==> src/rtl/mem_port_arbiter_if.sv <==
// rtl/mem_port_arbiter_if.sv - shared memory port bundle: two requesters, memory side, status
//
// Purpose: groups the handshake and bus signals of mem_port_arbiter.
//   master modport: the arbiter's view (drives readies, memory request, status).
//   slave modport : the environment's view (requesters and memory model).
// Signals:
//   req{0,1}_valid/addr/wdata/we  requester -> arbiter
//   req{0,1}_ready/rdata          arbiter -> requester
//   mem_req/addr/wdata/we         arbiter -> memory
//   mem_valid/rdata               memory -> arbiter
//   owner/busy/timeout_err        arbiter status

interface mem_port_arbiter_if #(
  parameter int ADDR_W = 32,
  parameter int DATA_W = 32
);
  logic              req0_valid;
  logic [ADDR_W-1:0] req0_addr;
  logic [DATA_W-1:0] req0_wdata;
  logic [3:0]        req0_we;
  logic              req0_ready;
  logic [DATA_W-1:0] req0_rdata;

  logic              req1_valid;
  logic [ADDR_W-1:0] req1_addr;
  logic [DATA_W-1:0] req1_wdata;
  logic [3:0]        req1_we;
  logic              req1_ready;
  logic [DATA_W-1:0] req1_rdata;

  logic              mem_req;
  logic [ADDR_W-1:0] mem_addr;
  logic [DATA_W-1:0] mem_wdata;
  logic [3:0]        mem_we;
  logic              mem_valid;
  logic [DATA_W-1:0] mem_rdata;

  logic              owner;
  logic              busy;
  logic              timeout_err;

  modport master (
    input  req0_valid, req0_addr, req0_wdata, req0_we,
    output req0_ready, req0_rdata,
    input  req1_valid, req1_addr, req1_wdata, req1_we,
    output req1_ready, req1_rdata,
    output mem_req, mem_addr, mem_wdata, mem_we,
    input  mem_valid, mem_rdata,
    output owner, busy, timeout_err
  );

  modport slave (
    output req0_valid, req0_addr, req0_wdata, req0_we,
    input  req0_ready, req0_rdata,
    output req1_valid, req1_addr, req1_wdata, req1_we,
    input  req1_ready, req1_rdata,
    input  mem_req, mem_addr, mem_wdata, mem_we,
    output mem_valid, mem_rdata,
    input  owner, busy, timeout_err
  );
endinterface

==> src/rtl/mem_port_arbiter.sv <==
// rtl/mem_port_arbiter.sv - round-robin arbiter sharing one memory port between core and loader
//
// Purpose: grants the single memory port to requester 0 (core) or requester 1
//   (debug/loader), carries one registered request at a time through
//   IDLE -> ISSUE -> WAIT -> RESP, and aborts a transaction whose memory never
//   answers within TIMEOUT_CYCLES wait cycles.
// Ports:
//   clk      system clock, rising edge
//   reset_n  asynchronous active-low reset
//   bus      mem_port_arbiter_if.master (requesters, memory side, status)

module mem_port_arbiter #(
  parameter int ADDR_W         = 32,
  parameter int DATA_W         = 32,
  parameter int TIMEOUT_CYCLES = 64
) (
  input  logic                 clk,
  input  logic                 reset_n,
  mem_port_arbiter_if.master   bus
);

  typedef enum logic [1:0] {
    S_IDLE  = 2'd0,
    S_ISSUE = 2'd1,
    S_WAIT  = 2'd2,
    S_RESP  = 2'd3
  } state_t;

  localparam logic [7:0] CNT_LAST = 8'(TIMEOUT_CYCLES - 1);

  state_t            state_q, state_d;
  logic              owner_q, owner_d;
  logic              last_grant_q, last_grant_d;
  logic              abort_q, abort_d;
  logic [7:0]        cnt_q, cnt_d;
  logic [ADDR_W-1:0] addr_q, addr_d;
  logic [DATA_W-1:0] wdata_q, wdata_d;
  logic [3:0]        we_q, we_d;
  logic [DATA_W-1:0] rdata0_q, rdata0_d;
  logic [DATA_W-1:0] rdata1_q, rdata1_d;

  logic              grant;
  logic              cap_en;
  logic [DATA_W-1:0] cap_data;

  always_ff @(posedge clk or negedge reset_n) begin
    if (!reset_n) begin
      state_q      <= S_IDLE;
      owner_q      <= 1'b0;
      last_grant_q <= 1'b1;   // core wins the first contested grant
      abort_q      <= 1'b0;
      cnt_q        <= '0;
      addr_q       <= '0;
      wdata_q      <= '0;
      we_q         <= '0;
      rdata0_q     <= '0;
      rdata1_q     <= '0;
    end else begin
      state_q      <= state_d;
      owner_q      <= owner_d;
      last_grant_q <= last_grant_d;
      abort_q      <= abort_d;
      cnt_q        <= cnt_d;
      addr_q       <= addr_d;
      wdata_q      <= wdata_d;
      we_q         <= we_d;
      rdata0_q     <= rdata0_d;
      rdata1_q     <= rdata1_d;
    end
  end

  always_comb begin
    state_d      = state_q;
    owner_d      = owner_q;
    last_grant_d = last_grant_q;
    abort_d      = abort_q;
    cnt_d        = cnt_q;
    addr_d       = addr_q;
    wdata_d      = wdata_q;
    we_d         = we_q;
    rdata0_d     = rdata0_q;
    rdata1_d     = rdata1_q;
    cap_en       = 1'b0;
    cap_data     = '0;
    // Contested: the side that did not win last time; otherwise whoever is valid.
    grant        = (bus.req0_valid && bus.req1_valid) ? ~last_grant_q : bus.req1_valid;

    case (state_q)
      S_IDLE: begin
        if (bus.req0_valid || bus.req1_valid) begin
          owner_d      = grant;
          last_grant_d = grant;
          addr_d       = grant ? bus.req1_addr  : bus.req0_addr;
          wdata_d      = grant ? bus.req1_wdata : bus.req0_wdata;
          we_d         = grant ? bus.req1_we    : bus.req0_we;
          state_d      = S_ISSUE;
        end
      end
      S_ISSUE: begin
        cnt_d   = '0;
        abort_d = 1'b0;
        state_d = S_WAIT;
      end
      S_WAIT: begin
        // A response in the last allowed cycle still counts as a normal completion.
        if (bus.mem_valid) begin
          cap_en   = 1'b1;
          cap_data = (we_q == 4'b0) ? bus.mem_rdata : '0;
          state_d  = S_RESP;
        end else if (cnt_q == CNT_LAST) begin
          cap_en   = 1'b1;
          cap_data = '0;
          abort_d  = 1'b1;
          state_d  = S_RESP;
        end else begin
          cnt_d = cnt_q + 8'd1;
        end
      end
      S_RESP: begin
        state_d = S_IDLE;
      end
      default: begin
        state_d = S_IDLE;
      end
    endcase

    if (cap_en) begin
      if (owner_q) begin
        rdata1_d = cap_data;
      end else begin
        rdata0_d = cap_data;
      end
    end
  end

  // Pulses are decoded from state so an asynchronous reset drops them at once.
  assign bus.mem_req     = (state_q == S_ISSUE);
  assign bus.busy        = (state_q != S_IDLE);
  assign bus.req0_ready  = (state_q == S_RESP) && !owner_q;
  assign bus.req1_ready  = (state_q == S_RESP) &&  owner_q;
  assign bus.timeout_err = (state_q == S_RESP) &&  abort_q;
  assign bus.owner       = owner_q;
  assign bus.mem_addr    = addr_q;
  assign bus.mem_wdata   = wdata_q;
  assign bus.mem_we      = we_q;
  assign bus.req0_rdata  = rdata0_q;
  assign bus.req1_rdata  = rdata1_q;

endmodule

==> src/flat_wrapper.sv <==
// flat-port wrapper written by rule: the top's interface ports become plain ports
module mem_port_arbiter_flat 
#(
  parameter int ADDR_W         = 32,
  parameter int DATA_W         = 32,
  parameter int TIMEOUT_CYCLES = 64
)
  (clk, reset_n, bus_req0_valid, bus_req0_addr, bus_req0_wdata, bus_req0_we, bus_req0_ready, bus_req0_rdata, bus_req1_valid, bus_req1_addr, bus_req1_wdata, bus_req1_we, bus_req1_ready, bus_req1_rdata, bus_mem_req, bus_mem_addr, bus_mem_wdata, bus_mem_we, bus_mem_valid, bus_mem_rdata, bus_owner, bus_busy, bus_timeout_err);
  mem_port_arbiter_if #(.ADDR_W(ADDR_W), .DATA_W(DATA_W)) bus_i ();
  input  logic clk;
  input  logic reset_n;
  input wire logic [$bits(bus_i.req0_valid)-1:0] bus_req0_valid;
  input wire logic [$bits(bus_i.req0_addr)-1:0] bus_req0_addr;
  input wire logic [$bits(bus_i.req0_wdata)-1:0] bus_req0_wdata;
  input wire logic [$bits(bus_i.req0_we)-1:0] bus_req0_we;
  output wire logic [$bits(bus_i.req0_ready)-1:0] bus_req0_ready;
  output wire logic [$bits(bus_i.req0_rdata)-1:0] bus_req0_rdata;
  input wire logic [$bits(bus_i.req1_valid)-1:0] bus_req1_valid;
  input wire logic [$bits(bus_i.req1_addr)-1:0] bus_req1_addr;
  input wire logic [$bits(bus_i.req1_wdata)-1:0] bus_req1_wdata;
  input wire logic [$bits(bus_i.req1_we)-1:0] bus_req1_we;
  output wire logic [$bits(bus_i.req1_ready)-1:0] bus_req1_ready;
  output wire logic [$bits(bus_i.req1_rdata)-1:0] bus_req1_rdata;
  output wire logic [$bits(bus_i.mem_req)-1:0] bus_mem_req;
  output wire logic [$bits(bus_i.mem_addr)-1:0] bus_mem_addr;
  output wire logic [$bits(bus_i.mem_wdata)-1:0] bus_mem_wdata;
  output wire logic [$bits(bus_i.mem_we)-1:0] bus_mem_we;
  input wire logic [$bits(bus_i.mem_valid)-1:0] bus_mem_valid;
  input wire logic [$bits(bus_i.mem_rdata)-1:0] bus_mem_rdata;
  output wire logic [$bits(bus_i.owner)-1:0] bus_owner;
  output wire logic [$bits(bus_i.busy)-1:0] bus_busy;
  output wire logic [$bits(bus_i.timeout_err)-1:0] bus_timeout_err;
  assign bus_i.req0_valid = bus_req0_valid;
  assign bus_i.req0_addr = bus_req0_addr;
  assign bus_i.req0_wdata = bus_req0_wdata;
  assign bus_i.req0_we = bus_req0_we;
  assign bus_req0_ready = bus_i.req0_ready;
  assign bus_req0_rdata = bus_i.req0_rdata;
  assign bus_i.req1_valid = bus_req1_valid;
  assign bus_i.req1_addr = bus_req1_addr;
  assign bus_i.req1_wdata = bus_req1_wdata;
  assign bus_i.req1_we = bus_req1_we;
  assign bus_req1_ready = bus_i.req1_ready;
  assign bus_req1_rdata = bus_i.req1_rdata;
  assign bus_mem_req = bus_i.mem_req;
  assign bus_mem_addr = bus_i.mem_addr;
  assign bus_mem_wdata = bus_i.mem_wdata;
  assign bus_mem_we = bus_i.mem_we;
  assign bus_i.mem_valid = bus_mem_valid;
  assign bus_i.mem_rdata = bus_mem_rdata;
  assign bus_owner = bus_i.owner;
  assign bus_busy = bus_i.busy;
  assign bus_timeout_err = bus_i.timeout_err;
  mem_port_arbiter #(.ADDR_W(ADDR_W), .DATA_W(DATA_W), .TIMEOUT_CYCLES(TIMEOUT_CYCLES)) u_core (.clk(clk), .reset_n(reset_n), .bus(bus_i));
endmodule
==> config.mk <==
export PLATFORM = sky130hd
export DESIGN_NAME = mem_port_arbiter_flat
export DESIGN_NICKNAME = d
export VERILOG_FILES = /design/src/rtl/mem_port_arbiter_if.sv /design/src/rtl/mem_port_arbiter.sv /design/src/flat_wrapper.sv
export SDC_FILE = /design/constraint.sdc
export NUM_CORES = 1
export LEC_CHECK = 0
export CORE_UTILIZATION = 45
export CTS_BUF_LIST = sky130_fd_sc_hd__clkbuf_2 sky130_fd_sc_hd__clkbuf_4 sky130_fd_sc_hd__clkbuf_8
export CTS_CLUSTER_SIZE = 16
export DETAILED_ROUTE_END_ITERATION = 16
export PLACE_DENSITY = 0.92
export RECOVER_POWER = 100
export SYNTH_ARGS = -nofsm -noshare
export SYNTH_HDL_FRONTEND = slang
export SYNTH_SLANG_ARGS = --single-unit
==> constraint.sdc <==
create_clock -name clk -period 2.84 [get_ports clk]
set_input_delay 0.284 -clock clk [delete_from_list [all_inputs] [get_ports clk]]
set_output_delay 0.284 -clock clk [all_outputs]
set_load 0.05 [all_outputs]
==> results of run 1 <==
cell families (layout without fill, tap and decap cells):
kind of cell | count (synthesis) | after routing | synth area share
buffers and inverters | 72 | 366 | 0.04638
adders and majority gates | 6 | 6 | 0.01062
muxes | 68 | 68 | 0.09630
AOI/OAI and AO/OA | 227 | 227 | 0.2142
other | 0 | 1 | 0
DFF | 145 | 145 | 0.5135
and+or+nand+nor | 169 | 169 | 0.1190
final cells by class:
class	count	area, um2	share of cell area
diodes	1	2.502	0.0002327
clock buffers	19	255.2	0.02373
clock inverters	12	157.7	0.01466
inverters	6	22.52	0.002094
multi-input cells	470	3138	0.2918
flip-flops and latches	145	3631	0.3376
well taps	211	264.0	0.02455
repair buffers	329	3283	0.3053
sequential cells by signal (all words and copies together), names as in the netlist:
name and count:
u_core.bus.req1_rdata 32, u_core.last_grant_q 1, u_core.abort_q 1, u_core.bus.owner 1, u_core.bus.req0_rdata 32, u_core.state_q 2, u_core.bus.mem_we 4, u_core.bus.mem_wdata 32
u_core.bus.mem_addr 32, u_core.cnt_q 8
layer usage:
metal / track usage / up-vias / part of all wire
li1: - / 3112 / -
met4: 0.1303 / 0 / 0.040
met1: 0.3405 / 3214 / 0.38
met3: 0.09590 / 62 / 0.094
met2: 0.4632 / 362 / 0.48
met5: 0 / - / 0
worst max-delay path by stage:
| stage | from | to | slack (ns) |
|---|---|---|---|
| 2_1_floorplan | u_core.bus.owner | bus_req0_ready | 0.84 |
| 3_3_place_gp | bus_req1_valid | u_core.bus.mem_wdata[5] | 0.65 |
| 3_5_place_dp | bus_req1_valid | u_core.bus.mem_wdata[12] | 0.61 |
| 4_1_cts | u_core.state_q[0] | bus_busy | 0.32 |
| 5_1_grt | u_core.cnt_q[0] | u_core.bus.req1_rdata[31] | 0.14 |
| 6_report | u_core.cnt_q[0] | u_core.bus.req1_rdata[10] | 0.28 |
synth_stat cells (all sizes together), types with 5 or more instances:
master,count,share of area
dfrtp,144,0.51
a31oi,5,0.0044
buf,26,0.022
and3,6,0.0053
nand3,68,0.048
a21boi,33,0.035
ha,6,0.011
mux2i,68,0.096
nand2,71,0.038
nor2b,5,0.0044
a221o,32,0.045
a21oi,11,0.0083
o21ai,101,0.072
o211ai,34,0.036
clkbuf,40,0.021
power by group through the flow:
| stage | Combinational (mW) | Sequential, mW | Clock (mW) |
|---|---|---|---|
| 6_report | 7.01 | 3.52 | 1.72 |
| 3_3_place_gp | 7.21 | 3.53 | 0 |
| 3_5_place_dp | 7.34 | 3.56 | 0 |
| 2_1_floorplan | 1.99 | 6.23 | 0 |
| 4_1_cts | 7.37 | 3.55 | 1.76 |
| 5_1_grt | 7.42 | 3.62 | 1.84 |
critical path, stage by stage, from the launching register on:
cell and delay (ns):
dfrtp_1 0.44, ha_1 0.29, and4bb_1 0.31, a21oi_2 0.91, buf_4 0.36, a221o_1 0.18
what timing repair did:
action,4_1_cts,5_1_grt
hold endpoints to repair,48,0
endpoints found under the setup margin,0,0
hold buffers,1,0
cell usage in the layout, fill, tap and decap left out, types with 10 or more instances in the layout:
cell / n
a21oi_1: 10
dfrtp_1: 143
nand3_1: 68
nand2_1: 71
clkdlybuf4s50_1: 171
o21ai_0: 100
dlygate4sd3_1: 139
o211ai_1: 34
a21boi_0: 32
a221o_1: 32
mux2i_1: 68
clkbuf_8: 18
==> reports/metrics.csv, run 1 <==
stage,metric,value,unit
route,drtIter0Drc,652,
global_routing,grt_pass1_wl,35400,um
global_routing,antenna_found_initial,1,
sta,min_period_over_period,0.9018,
flow_run,drv_cap,0,
sta,rsz0062_at_grt,false,
die,dieArea,16210,um2
setup_path,arrival,2.94,ns
clocking,cts-resized-gates,0,
sta,fmaxAchievable,390.5,MHz
clocking,insertion_delay,0.44,ns
logic_synthesis,synth-edff-count,0,
route,drt_wl_total,23110,um
route,route.detailed.drc,0,
power_and_ir_drop,power_density,1139,nW/um2
sta,fin_hold_ws,0.4394,ns
sta,hold_viol,0,
die,io_pins,311,
power_and_ir_drop,clkPwrFrac,0.140,
worst_hold_path,holdPathStages,3,
clocking,cts_setup_buffers,0,
die,die_w,127.3,um
power_and_ir_drop,p_sw,6.279,mW
finish,area_delta_synth_final,52.15,%
setup_path,cp_max_fo,22,
setup_path,r2r_slack,0.28,ns
die,start_util,0.4632,
setup_path,r2r_end,u_core.bus.req1_rdata[10],
logic_synthesis,synth_flop_cell,dfrtp_1,
clocking,clkTransAtPathRegs,0.08,ns
finish,fin_area,10750,um2
finish,nets,1148,
logic_synthesis,synth.yosys.seq_area_share,0.5135,
logic_synthesis,synth_area,7068,um2
finish,drive_above_1_share,0.05912,
finish,fin_util,0.7048,
sta,slew_headroom,0.09351,
clocking,cts_buffers,17,
route,ant_nets,0,
setup_path,crit_path_start_kind,flop,
sta,fin_skew,0.01253,ns
placement,place.gp.congestion,0.8250,
placement,pre_cts_slack,0.6087,ns
placement,dp_cells,1160,
worst_hold_path,hold_start,bus_mem_rdata[17],
placement,io_buffer_count,310,
sta,setup_slack,0.2789,ns
logic_synthesis,synth_seq_cells,145,
route,wire_per_inst,19.37,um
logic_synthesis,avgSynthCellArea,10.29,um2
die,die_y,127.3,um
clocking,root_buffer,clkbuf_8,
clocking,clock_sinks,145,
logic_synthesis,synth_nets,866,
placement,dp_hpwl,16390,um
sta,period_needed,2.561,ns
power_and_ir_drop,p_int,5.972,mW
route,dr.pass1.iters,5,
power_and_ir_drop,power_frac_seq,0.288,
logic_synthesis,synth_warnings,0,
power_and_ir_drop,leakagePower,4.248,nW
setup_path,rr_worst_depth,5,
logic_synthesis,syn_inst,687,
worst_hold_path,hold_path.class,input port to flop,
placement,postPlaceCellArea,10370,um2
die,coreArea,15260,um2
clocking,htreeDepth,4,
logic_synthesis,ys_types,44,
sta,slew_violations,0,
logic_synthesis,async_flop_share,1.000,
global_routing,first_global_vias,6667,
worst_hold_path,min_to,u_core.bus.req0_rdata[17],
finish,fillerInstances,1107,
route,via_count,6750,
setup_path,critical_path_class,flop to flop,
global_routing,grt_max_degree,138,
global_routing,grt-ovfl-total,0,
clocking,clk_path_buf_depth,2,
sta,worst_slew_pin_slew,1.360,ns
finish,fin_cells,1193,
setup_path,reg2reg_from,u_core.cnt_q[0],
power_and_ir_drop,totalPowerFinal,12.25,mW
power_and_ir_drop,p_comb_frac,0.572,
die,row_count,45,
global_routing,grtUsageTotal,0.2842,
sta,setup_violations,0,
power_and_ir_drop,swShare,0.5125,
route,vias_per_cell,5.658,
sta,tns,0,ns
setup_path,cp-end-kind,flop,
outcome,status,finished clean,
setup_path,required,3.22,ns
power_and_ir_drop,irDropWorstVdd,0.7165,mV
clocking,cts_tree,yes,
(Power assumes the default switching activity.)
==> inputs of run 2 (changes only) <==
- GPL_TIMING_DRIVEN: unset -> 0
==> run 2 against run 1 <==
  * The flow now finishes with violations (max-capacitance violations, max-slew violations)
  * Clock skew increased by 0.0039 ns
  * Worst setup slack got worse by 0.13 ns
  * Global-route usage is 2.3 points higher
  * Sequential power about the same
  * Hold slack lost 0.22 ns
  * Sequential share of layout area is 0.52 points lower
  * Via count rose by 5.5%
  * Largest cell class unchanged
  * Power up 3.6%
  * Utilization increased by 1.1 points
  * Register-to-register slack better by 0.03 ns
  * Die area unchanged
==> reports/metrics.csv, run 2 (synthesis results as in run 1) <==
stage,metric,value,unit
outcome,status,finished with violations,
outcome,violations,"max-capacitance violations, max-slew violations",
sta,rsz0062_at_grt,false,
sta,fin_hold_ws,0.2230,ns
route,wire_per_inst,19.91,um
finish,final_common_cell,clkdlybuf4s50_1,
setup_path,critPathCapture,bus_req1_ready,
clocking,cts_buffers,17,
sta,slew_headroom,-0.4543,
placement,io_buffer_count,309,
power_and_ir_drop,leakagePower,4.311,nW
global_routing,grt_pass1_wl,37980,um
global_routing,grt-ovfl-total,0,
sta,worst_slew_pin_slew,2.181,ns
power_and_ir_drop,power_density,1163,nW/um2
clocking,htreeDepth,4,
finish,fillerInstances,1065,
setup_path,reg2reg_from,u_core.state_q[0],
setup_path,crit_path_start_kind,flop,
setup_path,rr_worst_depth,8,
finish,multi_input_area,3107,um2
route,drt_wl_total,24770,um
route,route.detailed.drc,0,
clocking,root_buffer,clkbuf_8,
setup_path,cp.depth,3,
setup_path,cp_max_fo,10,
finish,regArea,3630,um2
die,dieArea,16210,um2
setup_path,arrival,2.41,ns
sta,fmaxAchievable,371.0,MHz
setup_path,critical-path-top-delay-family,buffers and inverters,
sta,hold_viol,0,
global_routing,antenna_found_initial,3,
power_and_ir_drop,swShare,0.5136,
setup_path,path_cells,clkbuf_1 -> and2_0 -> clkdlybuf4s50_1,
power_and_ir_drop,power_frac_seq,0.277,
clocking,insertion_delay,0.48,ns
power_and_ir_drop,irDropWorstVdd,0.8468,mV
placement,place.gp.congestion,0.8952,
die,die_y,127.3,um
sta,min_period_over_period,0.9491,
route,ant_nets,0,
setup_path,critical_path.max_stage_delay,0.83,ns
sta,setup_slack,0.1446,ns
setup_path,required,2.56,ns
flow_run,drv_cap,1,
clocking,clock_sinks,145,
die,row_count,45,
die,die_w,127.3,um
power_and_ir_drop,p_sw,6.522,mW
clocking,cts_tree,yes,
setup_path,critPathBufInv,2,
setup_path,worst_path_max_delay_cell,clkdlybuf4s50_1,
setup_path,r2r_end,u_core.bus.mem_wdata[21],
setup_path,cp-end-kind,output pin,
power_and_ir_drop,p_int,6.175,mW
clocking,cts_setup_buffers,0,
route,vias_per_cell,5.723,
placement,pre_cts_slack,0.4752,ns
route,drtIter0Drc,482,
setup_path,critPathLaunch,u_core.bus.owner,
global_routing,grt_max_degree,85,
setup_path,critical_path_class,flop to output pin,
die,coreArea,15260,um2
power_and_ir_drop,clkPwrFrac,0.156,
finish,layout_common_cells,"clkdlybuf4s50_1 (171), dfrtp_1 (144), dlygate4sd3_1 (137)",
global_routing,first_global_vias,7043,
placement,dp_hpwl,18180,um
sta,setup_violations,0,
clocking,clkTransAtPathRegs,0.09,ns
sta,period_needed,2.695,ns
die,start_util,0.4632,
route,dr.pass1.iters,7,
finish,area_delta_synth_final,54.49,%
finish,drive_above_1_share,0.05146,
sta,slew_violations,84,
die,io_pins,311,
route,via_count,7119,
worst_hold_path,hold_path.class,input port to flop,
power_and_ir_drop,p_comb_frac,0.566,
global_routing,grtUsageTotal,0.3075,
finish,nets,1196,
sta,fin_skew,0.01647,ns
setup_path,r2r_slack,0.31,ns
clocking,clk_path_buf_depth,2,
-- run 2: cell types whose count changed in the layout (fill, tap and decap cells not counted), moves of 3 or more --
cell,before,now
buf_2,0,9
buf_12,4,0
buf_6,0,3
buf_4,9,3
clkbuf_2,5,2
clkbuf_1,0,51
clkinv_4,2,5
-- run 2: what timing repair did --
item | CTS | global route
hold buffers | 1 | 0
endpoints found under the setup margin | 1 | 1
resized for setup | 1 | 1
hold endpoints to repair | 83 | 0
-- run 2: tightest hold or removal path: cells and delay by family --
family / cells / cell delay (ns)
buffers and inverters: 1 / 0.14
AOI/OAI and AO/OA: 1 / 0.16
and+or+nand+nor: 1 / 0.07
-- run 2: how the worst min path moves through the flow --
| stage | start | endpoint | slack, ns | cells after the start |
|---|---|---|---|---|
| detailed placement | reset_n | u_core.bus.req1_rdata[10] | 0.40 | 1 |
| finish | bus_mem_valid | u_core.cnt_q[2] | 0.22 | 3 |
| global placement | u_core.bus.mem_addr[31] | u_core.bus.mem_addr[31] | 0.46 | 2 |
| CTS | bus_mem_valid | u_core.cnt_q[2] | 0.23 | 3 |
| global route | bus_mem_valid | u_core.cnt_q[0] | 0.28 | 4 |
| floorplan | reset_n | u_core.abort_q | -0.01 | 0 |
-- run 2: routing by layer --
metal / vias up / GRT usage / part of all wire
met2: 412 / 0.5291 / 0.50
met1: 3433 / 0.3452 / 0.36
li1: 3214 / - / -
met4: 0 / 0.1296 / 0.031
met5: - / 0 / 0
met3: 60 / 0.1093 / 0.10
-- run 2: power groups by stage --
stage	sequential, mW	combinational, mW	clock, mW
after floorplan	6.23	1.99	0
after global placement	3.51	7.34	0
after detailed placement	3.55	7.46	0
after CTS	3.54	7.53	1.99
after global routing	3.61	7.58	2.07
final	3.52	7.19	1.98
-- run 2: cell type report --
type	instances	area share
inverters	6	0.002063
plain buffers	66	0.02693
clock inverters	14	0.02085
repair buffers	311	0.2857
multi-input cells	470	0.2845
well taps	211	0.02418
flip-flops and latches	145	0.3324
diodes	3	0.0006875
clock buffers	18	0.02269
-- run 2: per-stage QoR --
| step | util | setup TNS (ns) | total power [mW] | instance area [um2] | cells |
|---|---|---|---|---|---|
| finish | 0.7156 | 0 | 12.70 | 10920 | 1244 |
| detailed placement | 0.6851 | 0 | 11.01 | 10450 | 1208 |
| global route | 0.7156 | 0 | 13.26 | 10920 | 1244 |
| floorplan | - | 0 | 8.228 | 7068 | 687 |
| CTS | 0.7170 | 0 | 13.05 | 10940 | 1241 |
| global placement | 0.6832 | -646.99 | 10.84 | 10430 | 1207 |
